### src/rtl/pc_seq_pkg.sv
// Shared types and constants for the program-counter sequencer and the instruction decoder.
// State and error encodings are fixed so debug tooling can decode dbg_state and err_code directly.
package pc_seq_pkg;

    typedef enum logic [2:0] {
        ST_IDLE      = 3'd0,
        ST_LBL_ISSUE = 3'd1,
        ST_LBL_WAIT  = 3'd2,
        ST_EX_ISSUE  = 3'd3,
        ST_EX_WAIT   = 3'd4,
        ST_HALTED    = 3'd5
    } seq_state_t;

    typedef enum logic [1:0] {
        ERR_NONE        = 2'd0,
        ERR_UNDEF_LABEL = 2'd1,
        ERR_PC_WRAP     = 2'd2,
        ERR_DUP_LABEL   = 2'd3
    } err_code_t;

    localparam logic [3:0] OP_STL = 4'b0111;
    localparam logic [3:0] OP_BLT = 4'b1001;
    localparam logic [3:0] OP_HLT = 4'b1110;

    localparam int LBL_ID_W = 4;

    // A run is in progress (an instruction is being presented or awaited).
    function automatic logic is_active(logic [2:0] s);
        return (s == ST_LBL_ISSUE) || (s == ST_LBL_WAIT) ||
               (s == ST_EX_ISSUE)  || (s == ST_EX_WAIT);
    endfunction

    function automatic logic is_label_pass(logic [2:0] s);
        return (s == ST_LBL_ISSUE) || (s == ST_LBL_WAIT);
    endfunction

endpackage

### src/rtl/pc_sequencer_label_table.sv
// Label table: one PC-wide entry plus a valid bit per label id, synchronous write, combinational read.
// Entry data is not reset; the valid bits alone decide whether an entry may be used.
module label_table #(
    parameter int N      = 16,
    parameter int ID_W   = 4,
    parameter int DATA_W = 8
) (
    input  logic              clk,
    input  logic              reset,
    input  logic              clr,
    input  logic              wr_en,
    input  logic [ID_W-1:0]   wr_id,
    input  logic [DATA_W-1:0] wr_data,
    input  logic [ID_W-1:0]   rd_id,
    output logic [DATA_W-1:0] rd_data,
    output logic              rd_valid
);

    logic [DATA_W-1:0] entry [N];
    logic [N-1:0]      valid;

    always_ff @(posedge clk) begin
        if (reset || clr) begin
            valid <= '0;
        end else if (wr_en) begin
            valid[wr_id] <= 1'b1;
        end
    end

    always_ff @(posedge clk) begin
        if (wr_en && !clr) begin
            entry[wr_id] <= wr_data;
        end
    end

    assign rd_data  = entry[rd_id];
    assign rd_valid = valid[rd_id];

endmodule

### src/rtl/pc_sequencer.sv
// Program counter and run control: label pass records stl targets, execute pass follows taken blt.
// Handshake: in a *_WAIT state an instruction is accepted on a cycle with dec_valid=1 and stall=0.
module pc_sequencer
    import pc_seq_pkg::*;
#(
    parameter int          PC_W     = 8,
    parameter int          LBL_N    = 16,
    parameter int unsigned START_PC = 0
) (
    input  logic                clk,
    input  logic                reset,
    input  logic                start,
    input  logic                stall,
    input  logic                dec_valid,
    input  logic                label_flag,
    input  logic [LBL_ID_W-1:0] label_id,
    input  logic                branch_flag,
    input  logic                branch_taken,
    input  logic [LBL_ID_W-1:0] branch_id,
    input  logic                halt_flag,
    input  logic                pc_reset_flag,
    output logic [PC_W-1:0]     program_counter,
    output logic                fetch_req,
    output logic                label_pass,
    output logic                running,
    output logic                done,
    output logic                error,
    output logic [1:0]          err_code,
    output logic [2:0]          dbg_state
);

    localparam logic [2:0] S_IDLE      = ST_IDLE;
    localparam logic [2:0] S_LBL_ISSUE = ST_LBL_ISSUE;
    localparam logic [2:0] S_LBL_WAIT  = ST_LBL_WAIT;
    localparam logic [2:0] S_EX_ISSUE  = ST_EX_ISSUE;
    localparam logic [2:0] S_EX_WAIT   = ST_EX_WAIT;
    localparam logic [2:0] S_HALTED    = ST_HALTED;

    localparam logic [PC_W-1:0] PC_START = PC_W'(START_PC);
    localparam logic [PC_W-1:0] PC_MAX   = '1;

    logic [2:0]          state, state_nx;
    logic [PC_W-1:0]     pc_nx;
    logic                done_nx, error_nx;
    logic [1:0]          err_nx;
    logic                tbl_clr, tbl_wr;
    logic [LBL_ID_W-1:0] tbl_rd_id;
    logic [PC_W-1:0]     tbl_rd_data;
    logic                tbl_rd_valid;
    logic                accept;
    logic                taken;

    assign accept = dec_valid && !stall;
    assign taken  = branch_flag && branch_taken;

    // One read port serves both the duplicate check (pass 1) and branch lookup (execute).
    assign tbl_rd_id = (state == S_LBL_WAIT) ? label_id : branch_id;

    label_table #(
        .N      (LBL_N),
        .ID_W   (LBL_ID_W),
        .DATA_W (PC_W)
    ) u_label_table (
        .clk      (clk),
        .reset    (reset),
        .clr      (tbl_clr),
        .wr_en    (tbl_wr),
        .wr_id    (label_id),
        .wr_data  (program_counter),
        .rd_id    (tbl_rd_id),
        .rd_data  (tbl_rd_data),
        .rd_valid (tbl_rd_valid)
    );

    always_comb begin
        state_nx = state;
        pc_nx    = program_counter;
        done_nx  = done;
        error_nx = error;
        err_nx   = err_code;
        tbl_clr  = 1'b0;
        tbl_wr   = 1'b0;
        case (state)
            S_IDLE, S_HALTED: begin
                if (start) begin
                    state_nx = S_LBL_ISSUE;
                    pc_nx    = PC_START;
                    done_nx  = 1'b0;
                    error_nx = 1'b0;
                    err_nx   = ERR_NONE;
                    tbl_clr  = 1'b1;
                end
            end
            S_LBL_ISSUE: state_nx = S_LBL_WAIT;
            S_LBL_WAIT: begin
                if (accept) begin
                    if (label_flag && tbl_rd_valid) begin
                        state_nx = S_HALTED;
                        error_nx = 1'b1;
                        done_nx  = 1'b0;
                        err_nx   = (err_code == ERR_NONE) ? ERR_DUP_LABEL : err_code;
                    end else begin
                        tbl_wr = label_flag;
                        if (pc_reset_flag) begin
                            pc_nx    = PC_START;
                            state_nx = S_EX_ISSUE;
                        end else if (program_counter == PC_MAX) begin
                            state_nx = S_HALTED;
                            error_nx = 1'b1;
                            done_nx  = 1'b0;
                            err_nx   = (err_code == ERR_NONE) ? ERR_PC_WRAP : err_code;
                        end else begin
                            pc_nx    = program_counter + PC_W'(1);
                            state_nx = S_LBL_ISSUE;
                        end
                    end
                end
            end
            S_EX_ISSUE: state_nx = S_EX_WAIT;
            S_EX_WAIT: begin
                if (accept) begin
                    // An undefined taken branch outranks a halt on the same instruction.
                    if (taken && !tbl_rd_valid) begin
                        state_nx = S_HALTED;
                        error_nx = 1'b1;
                        done_nx  = 1'b0;
                        err_nx   = (err_code == ERR_NONE) ? ERR_UNDEF_LABEL : err_code;
                    end else if (halt_flag) begin
                        state_nx = S_HALTED;
                        done_nx  = 1'b1;
                    end else if (taken) begin
                        pc_nx    = tbl_rd_data;
                        state_nx = S_EX_ISSUE;
                    end else if (program_counter == PC_MAX) begin
                        state_nx = S_HALTED;
                        error_nx = 1'b1;
                        done_nx  = 1'b0;
                        err_nx   = (err_code == ERR_NONE) ? ERR_PC_WRAP : err_code;
                    end else begin
                        pc_nx    = program_counter + PC_W'(1);
                        state_nx = S_EX_ISSUE;
                    end
                end
            end
            default: state_nx = S_IDLE;
        endcase
    end

    // Status outputs are flopped from the next state so they line up with state.
    always_ff @(posedge clk) begin
        if (reset) begin
            state           <= S_IDLE;
            program_counter <= PC_START;
            done            <= 1'b0;
            error           <= 1'b0;
            err_code        <= ERR_NONE;
            fetch_req       <= 1'b0;
            label_pass      <= 1'b0;
            running         <= 1'b0;
        end else begin
            state           <= state_nx;
            program_counter <= pc_nx;
            done            <= done_nx;
            error           <= error_nx;
            err_code        <= err_nx;
            fetch_req       <= is_active(state_nx);
            label_pass      <= is_label_pass(state_nx);
            running         <= is_active(state_nx);
        end
    end

    assign dbg_state = state;

endmodule

### config.mk
export PLATFORM = sky130hd
export DESIGN_NAME = pc_sequencer
export DESIGN_NICKNAME = d
export VERILOG_FILES = /design/src/rtl/pc_seq_pkg.sv /design/src/rtl/pc_sequencer_label_table.sv /design/src/rtl/pc_sequencer.sv
export SDC_FILE = /design/constraint.sdc
export NUM_CORES = 1
export LEC_CHECK = 0
export CORE_MARGIN = 3
export CORE_UTILIZATION = 30
export DETAILED_ROUTE_END_ITERATION = 8
export HOLD_SLACK_MARGIN = 0.02
export SYNTH_ARGS = -nofsm -noshare
export SYNTH_HDL_FRONTEND = slang
export SYNTH_SLANG_ARGS = --single-unit
### constraint.sdc
create_clock -name clk -period 8.1 [get_ports clk]
set_input_delay 2.025 -clock clk [delete_from_list [all_inputs] [get_ports clk]]
set_output_delay 2.025 -clock clk [all_outputs]
set_load 0.02 [all_outputs]
==> results.py, run 1 <==
metrics = {
    "floorplanning": {
        "rows": 56,
        "design.die.area_um2": 26400,
        "floorplan.initialDensity_pct": 30.93,
        "top_level_ports": 36,
        "chipWidth_um": 162.5,
        "placeableCoreArea_um2": 23750,
        "die_y_um": 162.5,
    },
    "yosys": {
        "synth-xor-area-share_pct": 0.4768,
        "synth-async-reset-ratio_pct": 0,
        "synth_area_um2": 7347,
        "ys_types": 75,
        "largest_family_of_logic_cells_by_synthesized_area": "simple AND/OR/NAND/NOR gates",
        "synth_most_common_cell": "sky130_fd_sc_hd__edfxtp_1",
        "yosys.area_share.adder_pct": 0.1703,
        "synth_enable_flop_cells": 128,
        "synthMuxAreaShare_pct": 8.260,
        "synth.avg_cell_area_um2": 12.33,
        "synth-main-ff-cell": "sky130_fd_sc_hd__edfxtp_1",
        "yosys-top-cells-area": "sky130_fd_sc_hd__edfxtp_1 (52%), sky130_fd_sc_hd__dfxtp_1 (9.0%), sky130_fd_sc_hd__mux2i_1 (5.4%), sky130_fd_sc_hd__nand2_1 (4.7%), sky130_fd_sc_hd__o21a_1 (1.8%)",
        "sequential_cell_area_fraction_in_the_yosys_report_pct": 61.31,
        "yosys_warnings": 0,
        "synth.top_cells.by_count": "sky130_fd_sc_hd__edfxtp_1 (128), sky130_fd_sc_hd__nand2_1 (92), sky130_fd_sc_hd__mux2i_1 (40)",
        "compound_cell_area_share_of_the_yosys_netlist_pct": 13.50,
        "post_synth_inst_count": 596,
        "synthDominantCellAreaShare_pct": 52.32,
        "post_synth_and_or_nand_nor_area_fraction_pct": 13.69,
        "netlist.top_cell.by_area": "sky130_fd_sc_hd__edfxtp_1",
        "mappedNetlistNets": 615,
        "postSynthRegisterBits": 161,
    },
    "pwr": {
        "power-per-cell-area_nw_per_um2": 225.2,
        "worst_voltage_drop_across_the_vdd_grid_uv": 182.3,
        "leakage_nw": 2.924,
    },
    "global_route": {
        "grt_pass1_vias": 4957,
        "grt_usage_pct": 15.20,
        "number_of_antenna_violations_at_the_first_check_in_global_routing": 0,
        "grt_max_degree": 56,
        "gr-total-overflow": 0,
        "first_pass_grt_wire_length_um": 29860,
    },
    "clock_tree": {
        "cts_sinks": 161,
        "clkLatencyLatePin_ns": 0.44,
        "tritoncts": "built",
        "clock_tree.buffer_depth": 2,
        "clock_pin_slew_worst_setup_and_hold_paths_ns": 0.06,
        "cts-resized-gates": 0,
        "cts_hold_buffers": 0,
        "cts.htree.levels": 4,
        "post_cts.repair.setup_buffers": 0,
        "clockRootBuffer": "sky130_fd_sc_hd__clkbuf_16",
        "tritoncts.num_buffers": 17,
    },
    "sta": {
        "period_minus_slack_ns": 5.132,
        "achievable-frequency_mhz": 194.9,
        "setup-violations-final": 0,
        "grt_setup_unrepaired": "no",
        "number_of_hold_violations_in_the_final_report": 0,
        "slew-limit-headroom_pct": 29.91,
        "layout_worst_path_cycle_share_pct": 63.36,
        "report.final.slew_viol_count": 0,
        "clock_skew_ns": 0.01819,
        "tightest_slew_ns": 1.051,
        "timing.setup.tns_ns": 0,
    },
    "min_path": {
        "worstHoldPathType": "flop to flop",
    },
    "final_layout": {
        "area.growth.synth_to_final_pct": 17.54,
        "drive_above_1_share_pct": 12.52,
        "insertedDiodeCount": 0,
        "fin_nets": 653,
        "fin_util_pct": 36.36,
    },
    "drt": {
        "avg_vias_per_cell": 5.272,
        "drt_first_iter_violations": 520,
        "dr.pass1.iters": 5,
        "drt-total-wl_um": 19710,
        "dr_total_vias": 5093,
        "antenna_left": 0,
        "drc": 0,
        "routed_length_per_placed_instance_um": 20.40,
    },
    "worst_setup_path": {
        "worst_ep_required_time_ns": 8.43,
        "cp-end-kind": "flop",
        "timing_worst_setup_path_type": "input pin to flop",
        "crit_arrival_ns": 5.46,
        "timing.critical_path.fanout_max": 15,
        "startpoint_type": "input pin",
    },
    "placed_design": {
        "port_buffers": 35,
        "dp_hpwl_um": 13280,
        "gpl.final_weighted_congestion": 0.8485,
    },
    "flow_run": {
        "timing.max_cap.violations": 0,
    },
    "run_status": {
        "run_status": "finished clean",
    },
}
-- report_power, final --
part	switching (mW)	total [mW]	internal, mW
sequential	0.0109	0.923	0.912
clock	0.343	0.756	0.413
combinational	0.174	0.266	0.0921
-- area by class of cell --
cell class | count | area [um2]
Fill cell | 2280 | 15120
Sequential cell | 161 | 4504
Multi-Input combinational cell | 394 | 2670
Timing Repair Buffer | 52 | 478.0
Clock buffer | 19 | 452.9
Tap cell | 319 | 399.1
Clock inverter | 13 | 101.3
Inverter | 8 | 30.03
-- state kept, by name (all words and copies together) (netlist names) --
| name | count |
|---|---|
| u_label_table.valid | 16 |
| error | 1 |
| dbg_state | 3 |
| running | 1 |
| program_counter | 8 |
| label_pass | 1 |
| u_label_table.entry | 128 |
| err_code | 2 |
| done | 1 |
-- cell families (layout without fill, tap and decap cells) --
family                     Yosys count  count (layout)
and+or+nand+nor                    209             209
DFF                                161             161
AOI/OAI and AO/OA                  129             129
muxes                               51              51
buffers and inverters               41              92
xor gates and xnor gates             4               4
adders and majority gates            1               1
-- per-stage QoR --
| stage | std cells | power [mW] | hold slack (ns) | area, um2 | setup WS [ns] |
|---|---|---|---|---|---|
| floorplan | 596 | 1.103 | 0.4515 | 7347 | 3.454 |
| global placement | 934 | 1.208 | 0.4593 | 8082 | 2.562 |
| detailed placement | 934 | 1.206 | 0.4628 | 8082 | 2.523 |
| CTS | 966 | 1.953 | 0.4822 | 8636 | 2.978 |
| global route | 966 | 2.015 | 0.5015 | 8636 | 2.792 |
| finish | 966 | 1.944 | 0.4838 | 8636 | 2.968 |
-- path summary, 6_finish.rpt --
kind | cells after the start | startpoint | endpoint | slack (ns)
max | 8 | branch_id[0] | program_counter[3] | 2.97
min | 1 | error | error | 0.48
max reg2reg | 8 | dbg_state[2] | program_counter[3] | 4.18
min reg2reg | 1 | error | error | 0.48
-- metal layers --
| layer | wire (um) | vias to the layer above | GRT usage [%] |
|---|---|---|---|
| met5 | 0 | - | 0 |
| met4 | 428 | 0 | 5.777 |
| met3 | 1289 | 29 | 3.891 |
| met2 | 9331 | 179 | 23.65 |
| met1 | 8659 | 2514 | 20.45 |
| li1 | - | 2371 | - |
-- worst max-delay path, stage by stage --
cell	delay, ns
sky130_fd_sc_hd__clkdlybuf4s50_1	0.84
sky130_fd_sc_hd__mux4_2	0.56
sky130_fd_sc_hd__or3_1	0.36
sky130_fd_sc_hd__a31o_4	0.27
sky130_fd_sc_hd__o2111a_1	0.13
sky130_fd_sc_hd__a211oi_2	0.72
sky130_fd_sc_hd__o221ai_1	0.27
sky130_fd_sc_hd__o221a_2	0.28
-- layout by cell type (no fill, tap or decap), types with 3 or more instances in the layout --
master	netlist	layout
sky130_fd_sc_hd__inv_6	0	4
sky130_fd_sc_hd__inv_1	8	8
sky130_fd_sc_hd__edfxtp_1	128	128
sky130_fd_sc_hd__nand4b_1	3	3
sky130_fd_sc_hd__clkbuf_16	0	17
sky130_fd_sc_hd__nor2_1	35	35
sky130_fd_sc_hd__a21oi_1	16	15
sky130_fd_sc_hd__dfxtp_1	33	33
sky130_fd_sc_hd__and2_0	4	4
sky130_fd_sc_hd__clkinv_2	0	3
sky130_fd_sc_hd__mux2_2	3	3
sky130_fd_sc_hd__o211ai_1	9	9
sky130_fd_sc_hd__clkdlybuf4s50_1	0	35
sky130_fd_sc_hd__a21boi_0	3	3
sky130_fd_sc_hd__nand3_1	23	23
sky130_fd_sc_hd__o21ai_0	14	14
sky130_fd_sc_hd__buf_4	2	17
sky130_fd_sc_hd__nor2b_1	3	3
sky130_fd_sc_hd__mux4_2	6	6
sky130_fd_sc_hd__or3_1	3	3
sky130_fd_sc_hd__o21a_1	18	18
sky130_fd_sc_hd__o221ai_1	3	3
sky130_fd_sc_hd__a311oi_1	13	13
sky130_fd_sc_hd__clkinvlp_4	0	3
sky130_fd_sc_hd__nor2_2	3	3
sky130_fd_sc_hd__nor3_1	11	11
sky130_fd_sc_hd__and3_1	4	4
sky130_fd_sc_hd__mux2i_1	40	39
sky130_fd_sc_hd__nand4_1	7	7
sky130_fd_sc_hd__a211oi_1	13	13
sky130_fd_sc_hd__o2111ai_1	4	4
sky130_fd_sc_hd__nand2_1	92	92
sky130_fd_sc_hd__nand2b_1	5	5
No activity file was read; power rests on OpenSTA's default activity.
==> inputs of run 2 (changes only) <==
Clock period 8.1 ns to 4.2 ns, I/O delays scaled along.
==> results.py, run 2 (synthesized netlist as in run 1, its figures left out) <==
metrics = {
    "clock_tree": {
        "cts.htree.levels": 4,
        "post_cts.repair.setup_buffers": 0,
        "clkLatencyLatePin_ns": 0.42,
        "cts-resized-gates": 0,
        "clock_pin_slew_worst_setup_and_hold_paths_ns": 0.06,
        "clockRootBuffer": "sky130_fd_sc_hd__clkbuf_16",
        "tritoncts": "built",
        "cts_sinks": 161,
        "tritoncts.num_buffers": 17,
        "clock_tree.buffer_depth": 2,
        "cts_hold_buffers": 0,
    },
    "global_route": {
        "number_of_antenna_violations_at_the_first_check_in_global_routing": 0,
        "met3_usage_pct": 2.213,
        "grt.met1_usage_pct": 20.83,
        "grt_max_degree": 56,
        "grt-busiest-layer": "met2",
        "grt_pass1_vias": 4852,
        "grt_usage_pct": 14.68,
        "first_pass_grt_wire_length_um": 29350,
        "use_met2_pct": 23.15,
        "gr-total-overflow": 0,
    },
    "final_layout": {
        "fin_nets": 687,
        "registers_with_the_most_flip_flops": "u_label_table.entry (128), u_label_table.valid (16), program_counter (8)",
        "insertedDiodeCount": 0,
        "drive_above_1_share_pct": 16.18,
        "area.growth.synth_to_final_pct": 21.99,
        "post-route-cell-area_um2": 8962,
        "largest_register_ffs": 128,
        "filler_cell_count": 2277,
        "mostFrequentLayoutCells": "sky130_fd_sc_hd__edfxtp_1 (128), sky130_fd_sc_hd__nand2_1 (92), sky130_fd_sc_hd__buf_4 (45), sky130_fd_sc_hd__mux2i_1 (39)",
        "max_flop_register": "u_label_table.entry",
        "layout_commonest_cell": "sky130_fd_sc_hd__edfxtp_1",
    },
    "sta": {
        "setup-violations-final": 0,
        "timing.final.ws_setup_ns": 0.5343,
        "report.final.slew_viol_count": 0,
        "achievable-frequency_mhz": 272.8,
        "timing.setup.tns_ns": 0,
        "slew-limit-headroom_pct": 36.01,
        "grt_setup_unrepaired": "no",
        "tightest_slew_ns": 0.9599,
        "number_of_hold_violations_in_the_final_report": 0,
        "clock_skew_ns": 0.007784,
        "period_minus_slack_ns": 3.666,
        "layout_worst_path_cycle_share_pct": 87.28,
    },
    "drt": {
        "drt-total-wl_um": 19060,
        "drc": 0,
        "dr.pass1.iters": 5,
        "dr_total_vias": 5087,
        "drt_first_iter_violations": 408,
        "routed_length_per_placed_instance_um": 19.08,
        "avg_vias_per_cell": 5.092,
        "antenna_left": 0,
    },
    "worst_setup_path": {
        "crit_arrival_ns": 3.80,
        "worst_ep_required_time_ns": 4.34,
        "timing_worst_setup_path_type": "input pin to flop",
        "cp-end-kind": "flop",
        "startpoint_type": "input pin",
        "timing.critical_path.fanout_max": 9,
    },
    "pwr": {
        "power-per-cell-area_nw_per_um2": 422.1,
        "leakage_nw": 3.128,
        "worst_voltage_drop_across_the_vdd_grid_uv": 283.5,
    },
    "floorplanning": {
        "chipWidth_um": 162.5,
        "rows": 56,
        "die_y_um": 162.5,
        "placeableCoreArea_um2": 23750,
        "top_level_ports": 36,
        "floorplan.initialDensity_pct": 30.93,
        "design.die.area_um2": 26400,
    },
    "placed_design": {
        "gpl.final_weighted_congestion": 0.8500,
        "dp_slack_ns": 0.1122,
        "dp_hpwl_um": 12920,
        "post_dp_cell_area_um2": 8412,
        "port_buffers": 35,
    },
    "flow_run": {
        "timing.max_cap.violations": 0,
    },
    "run_status": {
        "run_status": "finished clean",
    },
    "min_path": {
        "worstHoldPathType": "flop to flop",
    },
}
run 2: final timing paths:
kind / startpoint / endpoint / slack, ns / cells after the start
setup / recovery: branch_id[0] / u_label_table.entry[0][5] / 0.53 / 8
setup reg to reg: dbg_state[1] / u_label_table.entry[0][5] / 0.77 / 8
hold / removal: error / error / 0.49 / 1
hold reg to reg: error / error / 0.49 / 1
run 2: worst max-delay path, cell delays in order:
cell                              delay [ns]
sky130_fd_sc_hd__clkdlybuf4s50_1        0.59
sky130_fd_sc_hd__mux4_2                 0.52
sky130_fd_sc_hd__or3_1                  0.36
sky130_fd_sc_hd__a31o_4                 0.27
sky130_fd_sc_hd__o21a_4                 0.14
sky130_fd_sc_hd__or4b_4                 0.55
sky130_fd_sc_hd__nor3_4                 0.17
sky130_fd_sc_hd__buf_12                 0.15
run 2: per-stage QoR:
step,instances,power (mW),hold slack (ns),util (%)
after floorplan,596,2.127,0.4515,-
after CTS,999,3.806,0.4880,37.73
after global placement,968,2.339,0.4563,35.41
final,999,3.783,0.4862,37.73
after global routing,999,3.918,0.5063,37.73
after detailed placement,968,2.343,0.4743,35.41
run 2: layout make-up:
class / instances / area (um2) / area share (%)
Timing Repair Buffer: 86 / 808.3 / 9.019
Clock inverter: 10 / 110.1 / 1.229
Multi-Input combinational cell: 394 / 2670 / 29.79
Clock buffer: 21 / 440.4 / 4.914
Tap cell: 319 / 399.1 / 4.453
Sequential cell: 161 / 4504 / 50.26
Inverter: 8 / 30.03 / 0.3351
run 2: report_power, final:
part	internal, mW	switching, mW
Sequential	1.76	0.0174
Clock	0.870	0.602
Combinational	0.204	0.331
Total	2.83	0.951
run 2: per-layer routing:
metal / up-vias / wire (um)
met5: - / 0
met4: 0 / 219
met3: 17 / 901
met2: 144 / 8995
met1: 2497 / 8943
li1: 2429 / -
